===== config.mk =====
export PLATFORM = sky130hd
export DESIGN_NAME = dvi_timing_controller
export DESIGN_NICKNAME = d
export VERILOG_FILES = /design/src/rtl/dvi_timing_controller.sv
export SDC_FILE = /design/constraint.sdc
export NUM_CORES = 1
export LEC_CHECK = 0
export ABC_AREA = 1
export CELL_PAD_IN_SITES_DETAIL_PLACEMENT = 0
export CELL_PAD_IN_SITES_GLOBAL_PLACEMENT = 2
export CORE_MARGIN = 2
export CORE_UTILIZATION = 30
export CTS_BUF_LIST = sky130_fd_sc_hd__clkbuf_8
export DETAILED_ROUTE_END_ITERATION = 16
export GPL_ROUTABILITY_DRIVEN = 0
export PLACE_DENSITY = 0.82
export SYNTH_ARGS = -nofsm -noshare
export SYNTH_HDL_FRONTEND = slang
export SYNTH_SLANG_ARGS = --single-unit

===== constraint.sdc =====
create_clock -name clk_pixel -period 2.1 [get_ports clk_pixel]
set_input_delay 0.63 -clock clk_pixel [delete_from_list [all_inputs] [get_ports clk_pixel]]
set_output_delay 0.63 -clock clk_pixel [all_outputs]
set_load 0.01 [all_outputs]

===== src/rtl/dvi_timing_controller.sv =====
// dvi_timing_controller
//
// Raster timing generator and pixel sequencer for the three TMDS encoders of
// the DVI/HDMI transmitter. Pulls pixels from an upstream valid/ready stream
// during the active region and presents them on data_* aligned to de.
// All logic runs on clk_pixel.
//
// Ports:
//   clk_pixel      in   pixel clock
//   reset_n        in   asynchronous active-low reset
//   enable         in   raster run enable; low holds the raster at (0,0)
//   pattern_sel    in   (DVI_TIMING_TEST_PATTERN_EN only) colour-bar select
//   s_pixel_data   in   upstream pixel {R,G,B}
//   s_pixel_valid  in   upstream pixel valid
//   s_pixel_ready  out  pixel accepted this cycle (combinational)
//   de             out  data enable to all encoders
//   ctl0           out  blue channel ctl = {vsync, hsync}
//   ctl1, ctl2     out  tied to 2'b00
//   data_b/g/r     out  encoder data
//   frame_start    out  pulse alongside the first active pixel of a frame
//   underflow      out  sticky: an active slot found no valid pixel
//
// Build option: define DVI_TIMING_TEST_PATTERN_EN to add the pattern_sel
// input and the internal 8-bar colour pattern source.
//
// State table (horizontal / vertical FSMs):
//   H_ACT | active pixels of the line       V_ACT | active lines
//   H_FP  | horizontal front porch          V_FP  | vertical front porch
//   H_SY  | hsync asserted                  V_SY  | vsync asserted
//   H_BP  | horizontal back porch           V_BP  | vertical back porch

module dvi_timing_controller #(
   parameter int   H_ACTIVE  = 640,
   parameter int   H_FRONT   = 16,
   parameter int   H_SYNC    = 96,
   parameter int   H_BACK    = 48,
   parameter int   V_ACTIVE  = 480,
   parameter int   V_FRONT   = 10,
   parameter int   V_SYNC    = 2,
   parameter int   V_BACK    = 33,
   parameter logic HSYNC_POL = 1'b0,
   parameter logic VSYNC_POL = 1'b0,
   parameter int   CNT_W     = 12
) (
   input  logic        clk_pixel,
   input  logic        reset_n,
   input  logic        enable,
`ifdef DVI_TIMING_TEST_PATTERN_EN
   input  logic        pattern_sel,
`endif
   input  logic [23:0] s_pixel_data,
   input  logic        s_pixel_valid,
   output logic        s_pixel_ready,
   output logic        de,
   output logic [1:0]  ctl0,
   output logic [1:0]  ctl1,
   output logic [1:0]  ctl2,
   output logic [7:0]  data_b,
   output logic [7:0]  data_g,
   output logic [7:0]  data_r,
   output logic        frame_start,
   output logic        underflow
);

   localparam int H_TOTAL = H_ACTIVE + H_FRONT + H_SYNC + H_BACK;
   localparam int V_TOTAL = V_ACTIVE + V_FRONT + V_SYNC + V_BACK;

   // last counter value of each region
   localparam logic [CNT_W-1:0] H_ACT_END = CNT_W'(H_ACTIVE - 1);
   localparam logic [CNT_W-1:0] H_FP_END  = CNT_W'(H_ACTIVE + H_FRONT - 1);
   localparam logic [CNT_W-1:0] H_SY_END  = CNT_W'(H_ACTIVE + H_FRONT + H_SYNC - 1);
   localparam logic [CNT_W-1:0] H_BP_END  = CNT_W'(H_TOTAL - 1);
   localparam logic [CNT_W-1:0] V_ACT_END = CNT_W'(V_ACTIVE - 1);
   localparam logic [CNT_W-1:0] V_FP_END  = CNT_W'(V_ACTIVE + V_FRONT - 1);
   localparam logic [CNT_W-1:0] V_SY_END  = CNT_W'(V_ACTIVE + V_FRONT + V_SYNC - 1);
   localparam logic [CNT_W-1:0] V_BP_END  = CNT_W'(V_TOTAL - 1);

   typedef enum logic [1:0] {H_ACT, H_FP, H_SY, H_BP} h_state_t;
   typedef enum logic [1:0] {V_ACT, V_FP, V_SY, V_BP} v_state_t;

   h_state_t         h_state, h_state_nxt;
   v_state_t         v_state, v_state_nxt;
   logic [CNT_W-1:0] h_cnt, h_cnt_nxt;
   logic [CNT_W-1:0] v_cnt, v_cnt_nxt;
   logic             line_end;
   logic             frame_end;
   logic             slot;
   logic             use_pattern;
   logic [23:0]      pix_nxt;

   assign line_end  = (h_cnt == H_BP_END);
   assign frame_end = (v_cnt == V_BP_END);

   // ------------------------------------------------------------------
   // raster state register
   // ------------------------------------------------------------------
   always_ff @(posedge clk_pixel or negedge reset_n) begin
      if (!reset_n) begin
         h_state <= H_ACT;
         v_state <= V_ACT;
         h_cnt   <= '0;
         v_cnt   <= '0;
      end else begin
         h_state <= h_state_nxt;
         v_state <= v_state_nxt;
         h_cnt   <= h_cnt_nxt;
         v_cnt   <= v_cnt_nxt;
      end
   end

   // ------------------------------------------------------------------
   // next-state: the FSMs advance on the last count of each region, the
   // vertical one only on the line wrap. enable low parks everything at
   // slot (0,0) so the first enabled cycle is the first active pixel.
   // ------------------------------------------------------------------
   always_comb begin
      h_state_nxt = h_state;
      v_state_nxt = v_state;
      h_cnt_nxt   = h_cnt;
      v_cnt_nxt   = v_cnt;
      if (!enable) begin
         h_state_nxt = H_ACT;
         v_state_nxt = V_ACT;
         h_cnt_nxt   = '0;
         v_cnt_nxt   = '0;
      end else begin
         h_cnt_nxt = line_end ? '0 : h_cnt + 1'b1;
         case (h_state)
            H_ACT:   if (h_cnt == H_ACT_END) h_state_nxt = H_FP;
            H_FP:    if (h_cnt == H_FP_END)  h_state_nxt = H_SY;
            H_SY:    if (h_cnt == H_SY_END)  h_state_nxt = H_BP;
            H_BP:    if (h_cnt == H_BP_END)  h_state_nxt = H_ACT;
            default: h_state_nxt = H_ACT;
         endcase
         if (line_end) begin
            v_cnt_nxt = frame_end ? '0 : v_cnt + 1'b1;
            case (v_state)
               V_ACT:   if (v_cnt == V_ACT_END) v_state_nxt = V_FP;
               V_FP:    if (v_cnt == V_FP_END)  v_state_nxt = V_SY;
               V_SY:    if (v_cnt == V_SY_END)  v_state_nxt = V_BP;
               V_BP:    if (v_cnt == V_BP_END)  v_state_nxt = V_ACT;
               default: v_state_nxt = V_ACT;
            endcase
         end
      end
   end

   assign slot = enable && (h_state == H_ACT) && (v_state == V_ACT);

`ifdef DVI_TIMING_TEST_PATTERN_EN
   localparam logic [CNT_W+2:0] BAR_DIV = (CNT_W + 3)'(H_ACTIVE);
   logic [2:0]  bar_idx;
   logic [23:0] bar_rgb;

   assign use_pattern = pattern_sel;
   assign bar_idx     = 3'(({3'b000, h_cnt} << 3) / BAR_DIV);

   always_comb begin
      bar_rgb = 24'h000000;
      case (bar_idx)
         3'd0: bar_rgb = 24'hFFFFFF;
         3'd1: bar_rgb = 24'hFFFF00;
         3'd2: bar_rgb = 24'h00FFFF;
         3'd3: bar_rgb = 24'h00FF00;
         3'd4: bar_rgb = 24'hFF00FF;
         3'd5: bar_rgb = 24'hFF0000;
         3'd6: bar_rgb = 24'h0000FF;
         default: bar_rgb = 24'h000000;
      endcase
   end
`else
   assign use_pattern = 1'b0;
`endif

   // reset_n gating keeps ready low while reset is held, since the counters
   // sit at (0,0), which is itself an active slot.
   assign s_pixel_ready = reset_n && slot && !use_pattern;

   always_comb begin
      pix_nxt = 24'h000000;
      if (slot) begin
`ifdef DVI_TIMING_TEST_PATTERN_EN
         if (use_pattern)
            pix_nxt = bar_rgb;
         else if (s_pixel_valid)
            pix_nxt = s_pixel_data;
`else
         if (s_pixel_valid)
            pix_nxt = s_pixel_data;
`endif
      end
   end

   // ------------------------------------------------------------------
   // registered outputs, one cycle behind the raster state
   // ------------------------------------------------------------------
   always_ff @(posedge clk_pixel or negedge reset_n) begin
      if (!reset_n) begin
         de          <= 1'b0;
         data_r      <= 8'h00;
         data_g      <= 8'h00;
         data_b      <= 8'h00;
         frame_start <= 1'b0;
         underflow   <= 1'b0;
         ctl0        <= {~VSYNC_POL, ~HSYNC_POL};
      end else begin
         de                       <= slot;
         {data_r, data_g, data_b} <= pix_nxt;
         frame_start              <= enable && (h_cnt == '0) && (v_cnt == '0);
         ctl0[0] <= (enable && (h_state == H_SY)) ? HSYNC_POL : ~HSYNC_POL;
         ctl0[1] <= (enable && (v_state == V_SY)) ? VSYNC_POL : ~VSYNC_POL;
         if (!enable)
            underflow <= 1'b0;
         else if (s_pixel_ready && !s_pixel_valid)
            underflow <= 1'b1;
      end
   end

   assign ctl1 = 2'b00;
   assign ctl2 = 2'b00;

endmodule


# --- After elaboration in Yosys (flattened, before gate mapping) ---
# Cells that the tools add are included.
totals:
  reg_bits: 57
  wordCells: 76
classes:
  addsub: 2
  eq_ne: 24
  mux: 24
  n_reduce_logical: 15
ops:
  columns: ["operator", "count"]
  rows:
  - ["$eq A12 B10 Y1 const B", 5]
  - ["$mux W12", 5]
  - ["$mux W24", 2]
  - ["$eq A12 B9 Y1 const B", 3]
  - ["$add A12 B1 Y12 const B", 2]
  - ["$logic_not A12 Y1", 2]
  - ["$ne A3 B3 Y1 const B", 8]
  - ["$mux W2", 11]
  - ["$pmux W2 S4", 2]
  - ["$eq A2 B2 Y1 const B", 4]
  - ["$logic_and A1 B1 Y1", 8]
  - ["$reduce_and A5 Y1", 1]
  - ["$eq A2 B1 Y1 const B", 2]
  - ["$logic_not A2 Y1", 2]
  - ["$mux W1", 4]
  - ["$ne A2 B1 Y1 const B", 2]
  - ["$reduce_and A4 Y1", 1]
  - ["$logic_not A1 Y1", 1]

# --- Longest topological paths before layout ---
# Gate-level depths: netlist of run 1.
logic_depth:
  depth_word: 7
  depth_mapped: 11
  ltp_nobuf: 11

# --- Worst setup path after synthesis of run 1 ---
# OpenSTA, ideal clock, no wires.
synth_path:
  path_kind: "input to output"
  start: "input enable"
  end: "output s_pixel_ready"
  arrival_ns: 1.061
  slack_ns: 0.409
  stages: 4
  n_path_buf: 0
  path_cell_list: "nand2_1 -> inv_1 -> nand2_1 -> nor2_1"
synth_via:
  elab_chain_len: 3
synth_rtl:
  columns: ["element", "line_no", "source"]
  rows:
  - ["start, declared", "47", "input logic enable,"]
  - ["$logic_and A1 B1 Y1 (2 in series)", "148", "assign slot = enable && (h_state == H_ACT) && (v_state == V_ACT);"]
  - ["$logic_and A1 B1 Y1", "177", "assign s_pixel_ready = reset_n && slot && !use_pattern;"]
  - ["end, declared", "53", "output logic s_pixel_ready,"]
# Every way passes these cells.

# --- Worst setup path after layout of run 1 ---
layout_path:
  start: "register ctl0[1]"
  end: "output ctl0[1]"
layout_lines:
  columns: ["element", "line_no", "source"]
  rows:
  - ["start, declared", "55", "output logic [1:0] ctl0,"]
  - ["start signal, assigned", "205", "ctl0 <= {~VSYNC_POL, ~HSYNC_POL};"]
  - ["start signal, assigned", "211", "ctl0[1] <= (enable && (v_state == V_SY)) ? VSYNC_POL : ~VSYNC_POL;"]
# No word-level cell between the ends.

==> reports/metrics.yaml, run 1 <==
yosys:
  synth_async_sr_flop_share_pct: 100.0
  yosys_warnings: 0
  synth_area_per_cell_um2: 8.052
  yosys.area.top_type: "dfrtp_1"
  synth.top_cell.area_share_pct: 47.74
  synth_ff_type: "dfrtp_1"
  yosys_register_bits: 57
  ys_seq_area_share_pct: 49.57
  synth_cell_type_count: 31
  synth_enable_flop_cells: 0
  yosys-top-cells-area: "dfrtp_1 48%, nand2_1 12%, nor2_1 8.5%, ha_1 5.6%, inv_1 5.5%"
  synth_area_um2: 2883
  synth_common_cells: "90 x nand2_1, 65 x nor2_1, 55 x dfrtp_1"
  netlist_instances: 358
  yosysMostFrequentCell: "nand2_1"
sta:
  period_share_pct: 95.62
  fin_ws_ps: 92.07
  hold_ws_ps: 490.9
  drv_slew: 0
  slew_headroom_pct: 50.88
  fmax_mhz: 498.0
  setup_viol: 0
  period_needed_ps: 2008
  finalHoldViolations: 0
  worst_slew_pin_slew_ps: 736.8
  skew_ps: 9.323
global_routing:
  overflow: 0
  grt_pass1_wl_um: 11990
  grt_max_degree: 58
  grt_usage_pct: 15.05
  first_global_vias: 2533
  antenna_found_initial: 0
worst_setup_path:
  startpoint: "ctl0[1]"
  regToRegSetupSlack_ps: 350
  reg2reg_depth: 10
  crit_path_cell_trace: "clkdlybuf4s50_1"
  r2r-end: "h_state[1]"
  cpPeakStageDelay_ps: 520
  crit_family: "flip-flops"
  r2r-start: "h_cnt[0]"
  slowest_stage: "dfstp_2"
  startpoint_type: "flop"
  crit_path_end_kind: "output port"
  critPathMaxFanout: 1
  crit_required_ps: 1470
  worstPathArrival_ps: 1380
  critPathBufInv: 1
  path_class: "flop to output port"
  cp.depth: 1
clocking:
  clock_latency_ps: 340
  cts_tree: "yes"
  cts.htree.levels: 3
  cts.hold.buffers_added: 0
  cts.sinks: 57
  ctsLongestPathBuffers: 2
  cts_buffers: 9
  root_buffer: "clkbuf_8"
  clk_pin_slew_ps: 70
worst_hold_path:
  hold_path_class: "primary input to asynchronous set/reset pin"
layout:
  n_antenna_cell: 0
  fin_area_um2: 3885
  area_growth_pct: 34.77
  multi_input_area_um2: 1229
  register_area_um2: 1429
  nNetsFinal: 476
  fillers: 981
  drive_above_1_share_pct: 13.41
  finalNonFillerCells: 569
floorplan:
  io_pins: 62
  dieArea_um2: 10410
  initial_core_util_pct: 31.05
  rows: 35
  die_w_um: 102.0
  die_h_um: 102.0
  core_um2: 9284
placed_design:
  dp.final_hpwl_um: 5020
  placed_cells: 551
  post_dp_cell_area_um2: 3661
  post-place-ws_ps: -518.6
  port_buffers: 57
flow_run:
  maxCapViolCount: 0
outcome:
  status: "finished, final reports clean"
drt:
  ant_nets: 0
  viasPerCell: 4.341
  drt_iter0_drc: 87
  drc: 0
  drt_wl_total_um: 6889
  dr_total_vias: 2470
  wl_per_cell_um: 12.11
  first_pass_iters: 4
pwr:
  power_leakage_nw: 1.887
  total_power_mw: 2.864
  power.density_nw_per_um2: 737.2
  ir_drop_v: 0.0003210
-- report_power, final --
part	total [mW]	internal, mW	switching, mW
Combinational	0.618	0.300	0.318
Sequential	1.21	1.18	0.0294
Clock	1.04	0.571	0.467
Total	2.86	2.05	0.814
-- repair_timing --
action	4_1_cts	5_1_grt
gates resized for setup	8	4
pin swaps	2	1
setup buffers	2	0
setup endpoints to repair	1	1
-- kinds of logic (layout without fill, tap and decap cells) --
| kind of cell | count (synthesis) | in the layout | synth area share, % |
|---|---|---|---|
| xor gates and xnor gates | 4 | 4 | 1.215 |
| DFF | 57 | 57 | 49.57 |
| and+or+nand+nor | 197 | 197 | 29.43 |
| other | 1 | 4 | 0.1301 |
| adders and majority gates | 13 | 13 | 5.642 |
| AOI/OAI and AO/OA | 29 | 29 | 5.382 |
| buffers and inverters | 57 | 136 | 8.637 |
-- through the flow --
stage | util [%] | TNS (ps)
after floorplan | - | 0
after global placement | 39.43 | -498.7
after detailed placement | 39.43 | -518.6
after CTS | 41.70 | 0
after global routing | 41.85 | -8.264
final | 41.85 | 0
-- layout make-up --
type	instances	area share, %
inverters	45	4.348
multi-input cells	247	31.63
clock inverters	6	1.514
clock buffers	10	3.543
well taps	129	4.155
repair buffers	75	18.04
flip-flops and latches	57	36.78
-- cell usage in the layout, fill, tap and decap left out, types with 2 or more instances in the layout --
cell type / n
nand2_1: 89
nor2_1: 64
dfrtp_1: 55
clkdlybuf4s50_1: 54
inv_1: 41
buf_4: 18
nand3_1: 17
o21ai_0: 14
ha_1: 12
clkbuf_8: 10
a21oi_1: 9
nor3_1: 8
inv_2: 5
nand2_2: 4
nor2_2: 4
xor2_1: 4
conb_1: 4
nand4_1: 3
o21ai_1: 3
a21oi_2: 2
clkinvlp_4: 2
clkinv_2: 2
dfstp_2: 2
-- flip-flops by register name, indices dropped and copies added, names as in the netlist --
name / cells
frame_start: 1
data_b: 8
h_state: 2
underflow: 1
h_cnt: 12
v_state: 2
data_r: 8
v_cnt: 12
ctl0: 2
de: 1
data_g: 8
-- layer usage --
layer	share of wire, %	GRT usage [%]	wire length (um)	up-vias
met5	0	0	0	-
met4	1.6	6.154	112	0
met3	8.0	6.088	548	9
met2	44	23.03	3014	60
met1	47	18.98	3213	1151
li1	-	-	-	1250
-- how the worst max path moves through the flow --
stage | end | slack, ps
final | ctl0[1] | 90
after global routing | s_pixel_ready | -8
after CTS | s_pixel_ready | 20
after detailed placement | s_pixel_ready | -520
after global placement | s_pixel_ready | -500
after floorplan | s_pixel_ready | 410
No activity file was read; power rests on OpenSTA's default activity.
==> run 2: changes to the inputs <==
Settings changed: CORE_ASPECT_RATIO set to 2.
==> run 2 against run 1 <==
  * Sequential share of layout area grew 0.24 points
  * Fmax shrank 0.12%
  * Highest routed layer unchanged
  * Die area grew 0.46%
  * Critical path depth is the same
  * Wire length grew 3.9%
  * Largest cell class unchanged
==> reports/metrics.yaml, run 2 (synthesized netlist as in run 1, its figures left out) <==
worst_setup_path:
  cp.depth: 1  # unchanged
  critPathMaxFanout: 1  # unchanged
  critPathBufInv: 1  # unchanged
  worstPathArrival_ps: 1380  # about the same
  crit_family: "buffers and inverters"
  startpoint_type: "flop"
  path_class: "flop to output port"
  crit_required_ps: 1470  # about the same
  slowest_stage: "clkdlybuf4s50_1"
  reg2reg_depth: 9  # -1
  crit_path_end_kind: "output port"
  crit_path_cell_trace: "clkdlybuf4s50_1"
  cpPeakStageDelay_ps: 530  # about the same
outcome:
  status: "finished, final reports clean"
clocking:
  ctsLongestPathBuffers: 2  # unchanged
  cts_buffers: 9  # unchanged
  cts.sinks: 57  # unchanged
  clock_latency_ps: 340  # about the same
  clk_pin_slew_ps: 60  # about the same
  cts.htree.levels: 3  # unchanged
  cts_tree: "yes"
  root_buffer: "clkbuf_8"
  cts.hold.buffers_added: 0  # unchanged
global_routing:
  overflow: 0  # unchanged
  grt_pass1_wl_um: 12290  # +2.5%
  antenna_found_initial: 0  # unchanged
  grt_max_degree: 58  # unchanged
  grt_usage_pct: 15.59  # +0.54 points
  first_global_vias: 2609  # +3.0%
sta:
  worst_slew_pin_slew_ps: 729.5  # -7.394 ps
  drv_slew: 0  # unchanged
  hold_ws_ps: 442.1  # -48.79 ps
  setup_viol: 0  # unchanged
  period_needed_ps: 2010  # +2.451 ps
  period_share_pct: 95.73  # +0.12 points
  rsz0062_at_grt: "false"
  slew_headroom_pct: 51.37  # +0.49 points
  fin_setup_tns_ps: 0  # unchanged
  skew_ps: 4.985  # -4.338 ps
  fmax_mhz: 497.4  # -0.12%
  finalHoldViolations: 0  # unchanged
placed_design:
  port_buffers: 57  # unchanged
  placed_cells: 527  # -4.4%
  dp.final_hpwl_um: 5602  # +12%
floorplan:
  die_w_um: 73.32  # -28%
  die_h_um: 142.6  # +40%
  initial_core_util_pct: 30.72  # -0.33 points
  io_pins: 62  # unchanged
  rows: 50  # +43%
  core_um2: 9384  # +1.1%
  dieArea_um2: 10460  # +0.46%
layout:
  nNetsFinal: 476  # unchanged
  area_growth_pct: 33.90
  final_common_cell: "nand2_1"
  layout.cells.most_common_list: "89 x nand2_1, 64 x nor2_1, 55 x dfrtp_1"
  n_antenna_cell: 0  # unchanged
  fin_util_pct: 41.13  # -0.71 points
  top_regs: "h_cnt: 12 flops, v_cnt: 12 flops"
  drive_above_1_share_pct: 13.18  # -0.23 points
  finalNonFillerCells: 544  # -4.4%
drt:
  drt_wl_total_um: 7161  # +3.9%
  dr_total_vias: 2452  # -0.73%
  ant_nets: 0  # unchanged
  drc: 0  # unchanged
  first_pass_iters: 4  # unchanged
  wl_per_cell_um: 13.16  # +8.7%
  drt_iter0_drc: 90  # +3.4%
  viasPerCell: 4.507  # +3.8%
pwr:
  power_leakage_nw: 1.898  # +0.60%
  power.density_nw_per_um2: 730.4  # -0.92%
  ir_drop_v: 0.0004712  # +47%
worst_hold_path:
  hold_path_class: "primary input to asynchronous set/reset pin"
flow_run:
  maxCapViolCount: 0  # unchanged
==> run 2: cell types whose count changed in the layout (fill, tap and decap cells not counted), sizes merged <==
cell,previous run,this run
clkinvlp,2,0
clkbuf,10,13
bufinv,1,0
==> run 2: final timing paths <==
kind	from	end	slack [ps]
max reg2reg	v_cnt[0]	v_cnt[8]	370
min	reset_n	data_b[3]	440
max	ctl0[0]	ctl0[0]	90
min reg2reg	h_cnt[0]	h_cnt[0]	490
min in group clk_pixel	h_cnt[0]	h_cnt[0]	490
max in group asynchronous	reset_n	v_cnt[9]	1160
==> run 2: what timing repair did <==
action	4_1_cts	5_1_grt
buffers inserted	1	0
hold endpoints to repair	0	0
resized for setup	10	1
pin swaps	1	1
setup endpoints to repair	1	1
==> run 2: metal layers <==
| layer | up-vias | share of wire [%] | GRT usage [%] |
|---|---|---|---|
| li1 | 1244 | - | - |
| met2 | 78 | 56 | 28.54 |
| met3 | 14 | 7.5 | 5.646 |
| met4 | 0 | 3.4 | 7.177 |
| met5 | - | 0 | 0 |
| met1 | 1116 | 33 | 14.91 |
==> run 2: final cells by class <==
type | count | area, um^2
fillers | 975 | 5524
flip-flops and latches | 57 | 1429
multi-input cells | 247 | 1226
repair buffers | 75 | 713.2
clock buffers | 13 | 178.9
inverters | 45 | 168.9
well taps | 104 | 130.1
clock inverters | 3 | 13.76
==> run 2: metrics by stage <==
step | worst slack (ps) | power, mW | area, um^2
after floorplan | 408.8 | 1.506 | 2894
after global placement | -579.4 | 1.863 | 3650
after detailed placement | -612.7 | 1.859 | 3650
after CTS | 52.81 | 2.874 | 3860
after global routing | 11.26 | 2.990 | 3860
final | 89.62 | 2.819 | 3860
==> run 2: power breakdown <==
part	total (mW)	leakage, nW	switching [mW]	internal, mW
logic	0.633	1.02	0.326	0.307
registers	1.21	0.775	0.0295	1.18
clock network	0.978	0.107	0.429	0.549
total	2.82	1.90	0.785	2.03
==> run 3: changes to the inputs <==
Settings changed: CTS_CLUSTER_DIAMETER set to 80, HOLD_SLACK_MARGIN set to 0.06, REMOVE_ABC_BUFFERS set to 1.
==> run 3 against run 2 <==
  * Global-route usage down 0.21 points
  * Non-clock buffer count up 6
  * First-iteration DRC count up 6.7%
  * Core utilization up 0.65 points
  * Wire length up 2.2%
  * Critical path depth unchanged
  * Largest cell class unchanged
  * Highest routed layer unchanged
==> reports/metrics.yaml, run 3 (synthesized netlist as in run 1, its figures left out) <==
worst_setup_path:
  crit_required_ps: 1470  # about the same
  crit_family: "buffers and inverters"
  critPathMaxFanout: 1  # unchanged
  reg2reg_depth: 10  # +1
  crit_path_cell_trace: "clkdlybuf4s50_1"
  r2r-start: "v_state[0]"
  cpPeakStageDelay_ps: 540  # about the same
  r2r-end: "v_state[0]"
  critPathBufInv: 1  # unchanged
  crit_path_end_kind: "output port"
  slowest_stage: "clkdlybuf4s50_1"
  worstPathArrival_ps: 1410  # +30 ps
  regToRegSetupSlack_ps: 390  # +20 ps
  startpoint_type: "flop"
  path_class: "flop to output port"
sta:
  fmax_mhz: 490.6  # -1.4%
  period_share_pct: 97.05  # +1.3 points
  fin_ws_ps: 61.87  # -27.75 ps
  skew_ps: 12.49  # +7.501 ps
  rsz0062_at_grt: "false"
  finalHoldViolations: 0  # unchanged
  setup_viol: 0  # unchanged
  slew_headroom_pct: 50.17  # -1.2 points
  drv_slew: 0  # unchanged
  worst_slew_pin_slew_ps: 747.5  # +18.06 ps
  period_needed_ps: 2038  # +27.75 ps
clocking:
  clk_pin_slew_ps: 80  # +20 ps
  root_buffer: "clkbuf_8"
  ctsLongestPathBuffers: 2  # unchanged
  cts.hold.buffers_added: 0  # unchanged
  cts_tree: "yes"
  clock_latency_ps: 340  # about the same
  cts.htree.levels: 3  # unchanged
  cts_buffers: 9  # unchanged
  cts.sinks: 57  # unchanged
layout:
  drive_above_1_share_pct: 14.57  # +1.4 points
  nNetsFinal: 482  # +1.3%
  final_common_cell: "nand2_1"
  area_growth_pct: 36.02
  layout.cells.most_common_list: "89 x nand2_1, 64 x nor2_1, 55 x dfrtp_1"
  top_regs: "h_cnt: 12 flops, v_cnt: 12 flops"
  fin_area_um2: 3921  # +1.6%
  n_antenna_cell: 0  # unchanged
drt:
  drt_iter0_drc: 96  # +6.7%
  first_pass_iters: 5  # +1
  drt_wl_total_um: 7316  # +2.2%
  dr_total_vias: 2527  # +3.1%
  ant_nets: 0  # unchanged
  wl_per_cell_um: 13.30  # +1.0%
  viasPerCell: 4.595  # +1.9%
  drc: 0  # unchanged
pwr:
  power_leakage_nw: 1.918  # +1.0%
  p_switching_mw: 0.8377  # +6.8%
  p_clk_share_pct: 36.1  # +1.4 points
  switching_share_pct: 28.67  # +0.84 points
  p_int_mw: 2.084  # +2.4%
  p_comb_share_pct: 22.5  # about the same
  power.density_nw_per_um2: 745.2  # +2.0%
  p_seq_share_pct: 41.3  # -1.6 points
  ir_drop_v: 0.0004304  # -8.7%
floorplan:
  die_w_um: 73.32  # unchanged
  rows: 50  # unchanged
  core_um2: 9384  # unchanged
  die_h_um: 142.6  # unchanged
  io_pins: 62  # unchanged
  dieArea_um2: 10460  # unchanged
  initial_core_util_pct: 30.72  # unchanged
global_routing:
  grt_max_degree: 58  # unchanged
  grt_pass1_wl_um: 12060  # -1.8%
  first_global_vias: 2495  # -4.4%
  overflow: 0  # unchanged
  antenna_found_initial: 0  # unchanged
  grt_usage_pct: 15.38  # -0.21 points
flow_run:
  maxCapViolCount: 0  # unchanged
worst_hold_path:
  hold_path_class: "primary input to asynchronous set/reset pin"
placed_design:
  dp.final_hpwl_um: 5603  # about the same
  port_buffers: 57  # unchanged
  post-place-ws_ps: -580.7  # +32.01 ps
  post_dp_cell_area_um2: 3672  # +0.62%
outcome:
  status: "finished, final reports clean"
[run 3: worst max-delay path by stage]
stage                          start  depth (start not counted)             to
after CTS                    ctl0[1]                          1        ctl0[1]
after global routing      v_state[0]                          5  s_pixel_ready
after detailed placement      enable                          6  s_pixel_ready
after floorplan               enable                          4  s_pixel_ready
final                        ctl0[1]                          1        ctl0[1]
after global placement        enable                          6  s_pixel_ready
[run 3: final cells by class]
| class | count | area [um^2] |
|---|---|---|
| well taps | 104 | 130.1 |
| clock inverters | 6 | 66.31 |
| fillers | 950 | 5463 |
| clock buffers | 10 | 137.6 |
| multi-input cells | 247 | 1231 |
| repair buffers | 81 | 758.2 |
| inverters | 45 | 168.9 |
| flip-flops and latches | 57 | 1429 |
[run 3: power by group through the flow]
stage | clock network [mW] | registers [mW] | logic, mW
final | 1.06 | 1.21 | 0.659
after global routing | 1.14 | 1.21 | 0.745
after CTS | 1.09 | 1.21 | 0.677
after detailed placement | 0 | 1.23 | 0.628
after global placement | 0 | 1.22 | 0.626
after floorplan | 0 | 1.26 | 0.216
[run 3: what timing repair did]
action                                  4_1_cts  5_1_grt
pin swaps                                     1        0
gates resized for setup                      11        1
endpoints found under the setup margin        1        1
setup buffers                                 4        0
[run 3: layer usage]
metal	routed length (um)	track usage (%)
met1	2608	15.01
met5	0	0
met2	4072	28.12
met4	183	6.507
met3	452	5.575
[run 3: through the flow]
step,power [mW],hold WS [ps],TNS (ps),std cells,utilization [%]
2_1_floorplan,1.480,334.4,0,349,-
3_3_place_gp,1.851,468.0,-571.0,530,39.13
3_5_place_dp,1.856,474.8,-580.7,530,39.13
4_1_cts,2.976,462.3,0,550,41.79
5_1_grt,3.098,488.9,0,550,41.79
6_report,2.922,429.6,0,550,41.79
